--- config.mk ---
export PLATFORM = sky130hd
export DESIGN_NAME = logic_shift_reg
export DESIGN_NICKNAME = d
export VERILOG_FILES = /design/src/rtl/logic_shift_reg_pkg.sv /design/src/rtl/logic_shift_reg_fn.sv /design/src/rtl/logic_shift_reg.sv
export SDC_FILE = /design/constraint.sdc
export NUM_CORES = 1
export LEC_CHECK = 0
export ABC_AREA = 1
export BUFFER_PORTS_ARGS = -buffer_cell sky130_fd_sc_hd__clkbuf_2
export CORE_MARGIN = 2
export CORE_UTILIZATION = 36
export CTS_CLUSTER_DIAMETER = 100
export DETAILED_ROUTE_END_ITERATION = 8
export HOLD_SLACK_MARGIN = 0.1
export SYNTH_ARGS = -nofsm -noshare
export SYNTH_HDL_FRONTEND = slang
export SYNTH_SLANG_ARGS = --single-unit
--- constraint.sdc ---
create_clock -name clk -period 1.11 [get_ports clk]
set_input_delay 0.111 -clock clk [delete_from_list [all_inputs] [get_ports clk]]
set_output_delay 0.111 -clock clk [all_outputs]
set_load 0.1 [all_outputs]
--- src/rtl/logic_shift_reg_pkg.sv ---
// Shared encodings for the logic/shift register slice.
// Op codes select the bitwise function; mode codes select register update.
package logic_shift_pkg;

    localparam logic [2:0] OP_AND  = 3'b000;
    localparam logic [2:0] OP_OR   = 3'b001;
    localparam logic [2:0] OP_XOR  = 3'b010;
    localparam logic [2:0] OP_NAND = 3'b011;
    localparam logic [2:0] OP_NOR  = 3'b100;
    localparam logic [2:0] OP_XNOR = 3'b101;
    localparam logic [2:0] OP_NOT  = 3'b110;
    localparam logic [2:0] OP_PASS = 3'b111;

    localparam logic [1:0] MODE_HOLD = 2'b00;
    localparam logic [1:0] MODE_LOAD = 2'b01;
    localparam logic [1:0] MODE_SHL  = 2'b10;
    localparam logic [1:0] MODE_SHR  = 2'b11;

endpackage

--- src/rtl/logic_shift_reg_fn.sv ---
// Combinational bitwise function unit.
// Pure per-bit logic, no carry between bits.
module logic_fn
    import logic_shift_pkg::*;
#(
    parameter int WIDTH = 8
) (
    input  logic [WIDTH-1:0] in1,
    input  logic [WIDTH-1:0] in2,
    input  logic [2:0]       op,
    output logic [WIDTH-1:0] f
);

    always_comb begin
        f = '0;
        case (op)
            OP_AND:  f = in1 & in2;
            OP_OR:   f = in1 | in2;
            OP_XOR:  f = in1 ^ in2;
            OP_NAND: f = ~(in1 & in2);
            OP_NOR:  f = ~(in1 | in2);
            OP_XNOR: f = ~(in1 ^ in2);
            OP_NOT:  f = ~in1;
            OP_PASS: f = in1;
            default: f = '0;
        endcase
    end

endmodule

--- src/rtl/logic_shift_reg.sv ---
// Logic unit feeding a hold/load/shift register with a delayed copy,
// serial shift-out bit and zero flag.
module logic_shift_reg
    import logic_shift_pkg::*;
#(
    parameter int WIDTH  = 8,
    parameter int STAGES = 2
) (
    input  logic             clk,
    input  logic             rst,
    input  logic [WIDTH-1:0] in1,
    input  logic [WIDTH-1:0] in2,
    input  logic [2:0]       op,
    input  logic [1:0]       mode,
    input  logic             en,
    input  logic             ser_in,
    output logic [WIDTH-1:0] out1,
    output logic [WIDTH-1:0] out2,
    output logic [WIDTH-1:0] f,
    output logic [WIDTH-1:0] q,
    output logic [WIDTH-1:0] q_dly,
    output logic             ser_out,
    output logic             zero
);

    logic [WIDTH-1:0] dly [STAGES];

    logic_fn #(.WIDTH(WIDTH)) u_fn (
        .in1 (in1),
        .in2 (in2),
        .op  (op),
        .f   (f)
    );

    assign out1  = in1 ^ in2;
    assign out2  = out1 & in2;
    assign zero  = (q == '0);
    assign q_dly = dly[STAGES-1];

    always_ff @(posedge clk) begin
        if (!rst) begin
            q       <= '0;
            ser_out <= 1'b0;
        end else if (en) begin
            case (mode)
                MODE_LOAD: q <= f;
                MODE_SHL: begin
                    q       <= {q[WIDTH-2:0], ser_in};
                    ser_out <= q[WIDTH-1];
                end
                MODE_SHR: begin
                    q       <= {ser_in, q[WIDTH-1:1]};
                    ser_out <= q[0];
                end
                default: q <= q;
            endcase
        end
    end

    // Delay line runs every edge, independent of en.
    always_ff @(posedge clk) begin
        if (!rst) begin
            for (int i = 0; i < STAGES; i++)
                dly[i] <= '0;
        end else begin
            dly[0] <= q;
            for (int i = 1; i < STAGES; i++)
                dly[i] <= dly[i-1];
        end
    end

endmodule

==> results.py, run 1 <==
metrics = {
    "worst_setup_path": {
        "critPathCapture": "zero",
        "crit_start": "q[0]",
        "end_kind": "primary output",
        "cpPeakStageDelay_ns": 0.35,
        "crit_chain": "inv_2 -> nand4_1 -> nor3_4 -> buf_12",
        "reg2reg_from": "q[7]",
        "reg2reg_setup_slack_ns": 0.19,
        "crit_cells": 4,
        "cpMaxStageDelayCell": "dfxtp_4",
        "reg2reg_depth": 5,
        "cp_num_buf_inv": 2,
        "crit_path_max_fanout": 2,
        "crit_family": "flip-flops",
        "crit_type": "flop to primary output",
        "start_kind": "flop",
        "required_ns": 1.00,
        "worst_ep_arrival_time_ns": 1.19,
        "r2r-end": "ser_out",
    },
    "synth": {
        "synth_top_area_cell": "dfxtp_1",
        "syn_inst": 324,
        "yosys_warnings": 0,
        "synth_area_um2": 2110,
        "ys_ff_latch": 25,
        "synth-seq-area-share": 0.237,
        "yosysTopAreaCellShare": 0.237,
        "synth_area_leaders": "dfxtp_1 24%, ha_1 14%, nand2_1 12%",
        "avgSynthCellArea_um2": 6.52,
        "syn_nets": 373,
        "synth_cell_types": 23,
    },
    "timing": {
        "rsz0062_at_grt": "true",
        "hold_viol_final": 0,
        "max_freq_mhz": 770,
        "worst_slack_ns": -0.189,
        "finClkSkew_ns": 0.00522,
        "report.final.slew_viol_count": 0,
        "period_minus_slack_ns": 1.30,
        "slew_headroom": 0.700,
        "post-route-period-util": 1.17,
        "setup_viol": 9,
        "tightest_slew_ns": 0.451,
    },
    "run_status": {
        "outcome": "complete, but fails checks",
        "violations": "setup timing",
    },
    "pwr": {
        "irDropWorstVdd_v": 0.000597,
        "switching_share": 0.459,
        "switchingPower_mw": 1.94,
        "seqPwrFrac": 0.232,
        "p_leak_nw": 2.17,
        "total_power_mw": 4.23,
        "power_density_nw_per_um2": 973,
        "power.internal_mw": 2.29,
        "p_comb_frac": 0.640,
        "p_clk_frac": 0.128,
    },
    "route": {
        "firstDrtPassIters": 4,
        "drtAntennaViolNets": 0,
        "vias": 2480,
        "drt_iter0_drc": 222,
        "vias_per_cell": 4.84,
        "totalWireLength_um": 6970,
        "wl_per_cell_um": 13.6,
        "remaining_drc_errors": 0,
    },
    "placed_design": {
        "port_buffers": 66,
        "place_ws_ns": -0.244,
        "dp.cells": 493,
        "place_congestion": 0.820,
        "dp_hpwl_um": 4900,
    },
    "clocking": {
        "cts-buffers-inserted": 3,
        "clkSinkCount": 25,
        "cts_tree": "built",
        "cts_root_buf": "clkbuf_8",
        "cts_max_level": 1,
        "clock_path_buffers": 2,
        "path_clk_slew_ns": 0.09,
        "clk_latency_ns": 0.27,
    },
    "global_routing": {
        "track_usage": 0.224,
        "grt_max_degree": 26,
        "grt_pass1_wl_um": 11500,
        "antenna_found_initial": 0,
        "grt_pass1_vias": 2516,
        "overflow": 0,
    },
    "worst_hold_path": {
        "hold_depth": 4,
        "hold_class": "input pin to flop",
    },
    "floorplanning": {
        "die_w_um": 80.6,
        "ios": 67,
        "die_area_um2": 6500,
        "core_area_um2": 5570,
        "num_rows": 27,
        "floorplan.initialDensity": 0.379,
        "dieHeight_um": 80.6,
    },
    "layout": {
        "n_fill_cell": 371,
        "postLayoutCoreUtil": 0.780,
        "stdcell_count": 512,
        "multi_input_area_um2": 1470,
        "drive_above_1_share": 0.505,
        "n_antenna_cell": 0,
        "register_area_um2": 529,
        "syn_to_final_growth_pct": 106,
        "final_nets": 490,
    },
    "run": {
        "max-cap-violations": 0,
    },
}
==> metrics by stage <==
step	cell area (um^2)	setup TNS [ns]	hold WS [ns]
floorplan	2470	-4.95	0.239
global placement	3760	-3.01	0.392
detailed placement	3760	-3.39	0.402
CTS	4260	-1.20	0.157
global route	4350	-1.56	0.204
finish	4350	-1.06	0.158
==> sequential cells by signal, summed over array words and instances (netlist names) <==
signal / cells
dly: 16
q: 8
ser_out: 1
==> area by class of cell <==
type                    instances  share of cell area
inverters                      70              0.0955
well taps                      72              0.0207
clock buffers                   3             0.00949
repair buffers                131               0.414
clock inverters                 1             0.00115
flip-flops and latches         25               0.122
multi-input cells             210               0.337
==> power groups by stage <==
stage,combinational [mW],clock (mW),sequential [mW]
floorplan,1.39,0,1.18
global placement,2.44,0,1.01
detailed placement,2.45,0,1.01
CTS,2.63,0.550,0.983
global route,2.83,0.595,0.990
finish,2.71,0.541,0.984
==> Yosys cell counts <==
cell type and count:
buf_2 4, nand2_1 68, o22ai_1 8, nor3_1 1, dfxtp_1 25, o21ai_0 9
inv_2 4, or2_1 1, nor2_1 34, ha_1 24, a21boi_0 1, buf_6 3
nor2_2 2, a21oi_1 8, nand4_1 25, inv_1 66, nand3_1 17, o21ai_1 1
buf_4 10, nand3_2 9, clkbuf_1 2, nor3_4 1, nor2_4 1
==> layout by cell type, fill, tap and decap left out, drive strengths merged <==
master  instances
o22ai           8
buf           108
nand3          26
a21oi           8
or2             1
a21boi          1
clkinv          1
nand2          68
inv            70
nor2           37
o21ai          10
nor3            2
dfxtp          25
clkbuf         26
nand4          25
ha             24
==> tightest hold or removal path, cell delays in order <==
cell and delay [ns]:
clkbuf_2 0.09, nand2_1 0.06, nand2_1 0.05, a21boi_0 0.07
==> worst min-delay path by stage <==
| stage | slack, ns | from | endpoint |
|---|---|---|---|
| 3_3_place_gp | 0.39 | dly[0][0] | dly[0][8] |
| 4_1_cts | 0.16 | en | ser_out |
| 6_report | 0.16 | en | ser_out |
| 3_5_place_dp | 0.40 | dly[0][5] | dly[0][13] |
| 2_1_floorplan | 0.24 | rst | q[4] |
| 5_1_grt | 0.20 | en | ser_out |
==> what timing repair did <==
action | 4_1_cts | 5_1_grt
setup endpoints to repair | 9 | 12
pin swaps | 36 | 15
resized for setup | 62 | 19
endpoints found under the hold margin | 0 | 0
hold buffers | 0 | 0
buffers inserted | 12 | 6
==> kinds of logic after synthesis <==
kind of cell,after synthesis,share of synthesized area
AOI/OAI and AO/OA,27,0.0699
adders and majority gates,24,0.142
DFF,25,0.237
and+or+nand+nor,159,0.362
buffers and inverters,89,0.189
==> metal layers <==
layer,track usage,wire [um]
met1,0.268,2790
met2,0.410,3680
met3,0.0427,354
met4,0.0542,144
met5,0,0
Note: power is estimated with default switching activity, not from simulation.
==> run 2: changes to the inputs <==
SETUP_SLACK_MARGIN = 0.1   (was not set)
==> results.py, run 2 (same netlist as run 1, synthesis figures left out) <==
metrics = {
    "floorplanning": {
        "core_area_um2": 5570,
        "die_w_um": 80.6,
        "dieHeight_um": 80.6,
        "ios": 67,
        "die_area_um2": 6500,
        "floorplan.initialDensity": 0.379,
        "num_rows": 27,
    },
    "clocking": {
        "cts_tree": "built",
        "cts_max_level": 1,
        "clock_path_buffers": 2,
        "clk_latency_ns": 0.27,
        "cts-buffers-inserted": 3,
        "clkSinkCount": 25,
        "cts_root_buf": "clkbuf_8",
        "path_clk_slew_ns": 0.09,
        "cts.hold.buffers_added": 0,
    },
    "timing": {
        "period_minus_slack_ns": 1.33,
        "finClkSkew_ns": 0.00810,
        "setup_viol": 10,
        "rsz0062_at_grt": "true",
        "tightest_slew_ns": 0.461,
        "slew_headroom": 0.692,
        "post-route-period-util": 1.20,
        "worst_slack_ns": -0.218,
        "max_freq_mhz": 753,
        "report.final.slew_viol_count": 0,
        "hold_viol_final": 0,
        "whs_ns": 0.168,
        "tns_ns": -1.14,
    },
    "worst_setup_path": {
        "crit_type": "flop to primary output",
        "start_kind": "flop",
        "crit_path_max_fanout": 2,
        "end_kind": "primary output",
        "worst_ep_arrival_time_ns": 1.22,
        "required_ns": 1.00,
    },
    "layout": {
        "drive_above_1_share": 0.565,
        "top_register": "dly",
        "stdcell_count": 518,
        "final_nets": 496,
        "final_cell_mix": "59 x nand2_1, 59 x buf_4, 43 x buf_12",
        "n_antenna_cell": 0,
        "syn_to_final_growth_pct": 111,
        "post-route-cell-area_um2": 4470,
        "largest_register_ffs": 16,
        "n_fill_cell": 322,
        "reg_top3": "dly: 16 flops, q: 8 flops, ser_out: 1 flops",
        "multi_input_area_um2": 1570,
        "register_area_um2": 532,
    },
    "global_routing": {
        "antenna_found_initial": 0,
        "grt_max_degree": 26,
        "grt_pass1_wl_um": 11000,
        "overflow": 0,
        "grt_pass1_vias": 2408,
        "track_usage": 0.213,
    },
    "placed_design": {
        "place_ws_ns": -0.277,
        "port_buffers": 66,
        "place_congestion": 0.888,
        "placed_area_um2": 3790,
        "dp_hpwl_um": 4940,
        "dp.cells": 494,
    },
    "pwr": {
        "irDropWorstVdd_v": 0.000710,
        "p_leak_nw": 2.19,
        "power_density_nw_per_um2": 966,
    },
    "route": {
        "drt_iter0_drc": 159,
        "remaining_drc_errors": 0,
        "drtAntennaViolNets": 0,
        "firstDrtPassIters": 5,
        "totalWireLength_um": 6990,
        "vias": 2559,
        "wl_per_cell_um": 13.5,
        "vias_per_cell": 4.94,
    },
    "run": {
        "max-cap-violations": 0,
    },
    "worst_hold_path": {
        "hold_class": "input pin to flop",
    },
    "run_status": {
        "violations": "setup timing",
        "outcome": "complete, but fails checks",
    },
}
==> run 2: power by group <==
group	switching (mW)	internal, mW	leakage (nW)	total, mW
Clock	0.283	0.251	0.0255	0.535
Combinational	1.66	1.14	1.95	2.80
Sequential	0.0393	0.943	0.210	0.983
Total	1.98	2.33	2.19	4.31
==> run 2: area by class of cell <==
class / instances / share of cell area
Sequential cell: 25 / 0.119
Tap cell: 72 / 0.0202
Multi-Input combinational cell: 210 / 0.351
Clock buffer: 3 / 0.00924
Timing Repair Buffer: 137 / 0.407
Clock inverter: 1 / 0.00112
Inverter: 70 / 0.0919
==> run 2: repair_timing <==
| action | 4_1_cts | 5_1_grt |
|---|---|---|
| resized for setup | 73 | 54 |
| setup endpoints to repair | 28 | 22 |
| setup buffers | 13 | 15 |
| pin swaps | 34 | 23 |
==> run 2: per-layer routing <==
layer / track usage / up-vias / wire, um
li1: - / 1260 / -
met3: 0.0483 / 15 / 406
met2: 0.382 / 99 / 3620
met1: 0.252 / 1185 / 2800
met4: 0.0610 / 0 / 165
met5: 0 / - / 0
==> run 2: per-stage QoR <==
stage | total power [mW] | utilization
after floorplan | 2.58 | -
after global placement | 3.44 | 0.680
after detailed placement | 3.47 | 0.680
after CTS | 4.19 | 0.763
after global routing | 4.49 | 0.802
final | 4.31 | 0.802
==> run 2: worst paths after layout <==
check | from | to | slack [ns] | cells past startpoint
worst max-delay path | q[0] | zero | -0.22 | 4
worst min-delay path | en | ser_out | 0.17 | 4
worst max register to register | q[0] | q[0] | 0.09 | 5
worst min register to register | dly[0][4] | dly[0][12] | 0.41 | 2
==> run 2: worst max-delay path, stage by stage (launching register included) <==
cell and delay [ns]:
dfxtp_4 0.36, inv_2 0.06, nand4_1 0.14, nor3_4 0.18
buf_12 0.20
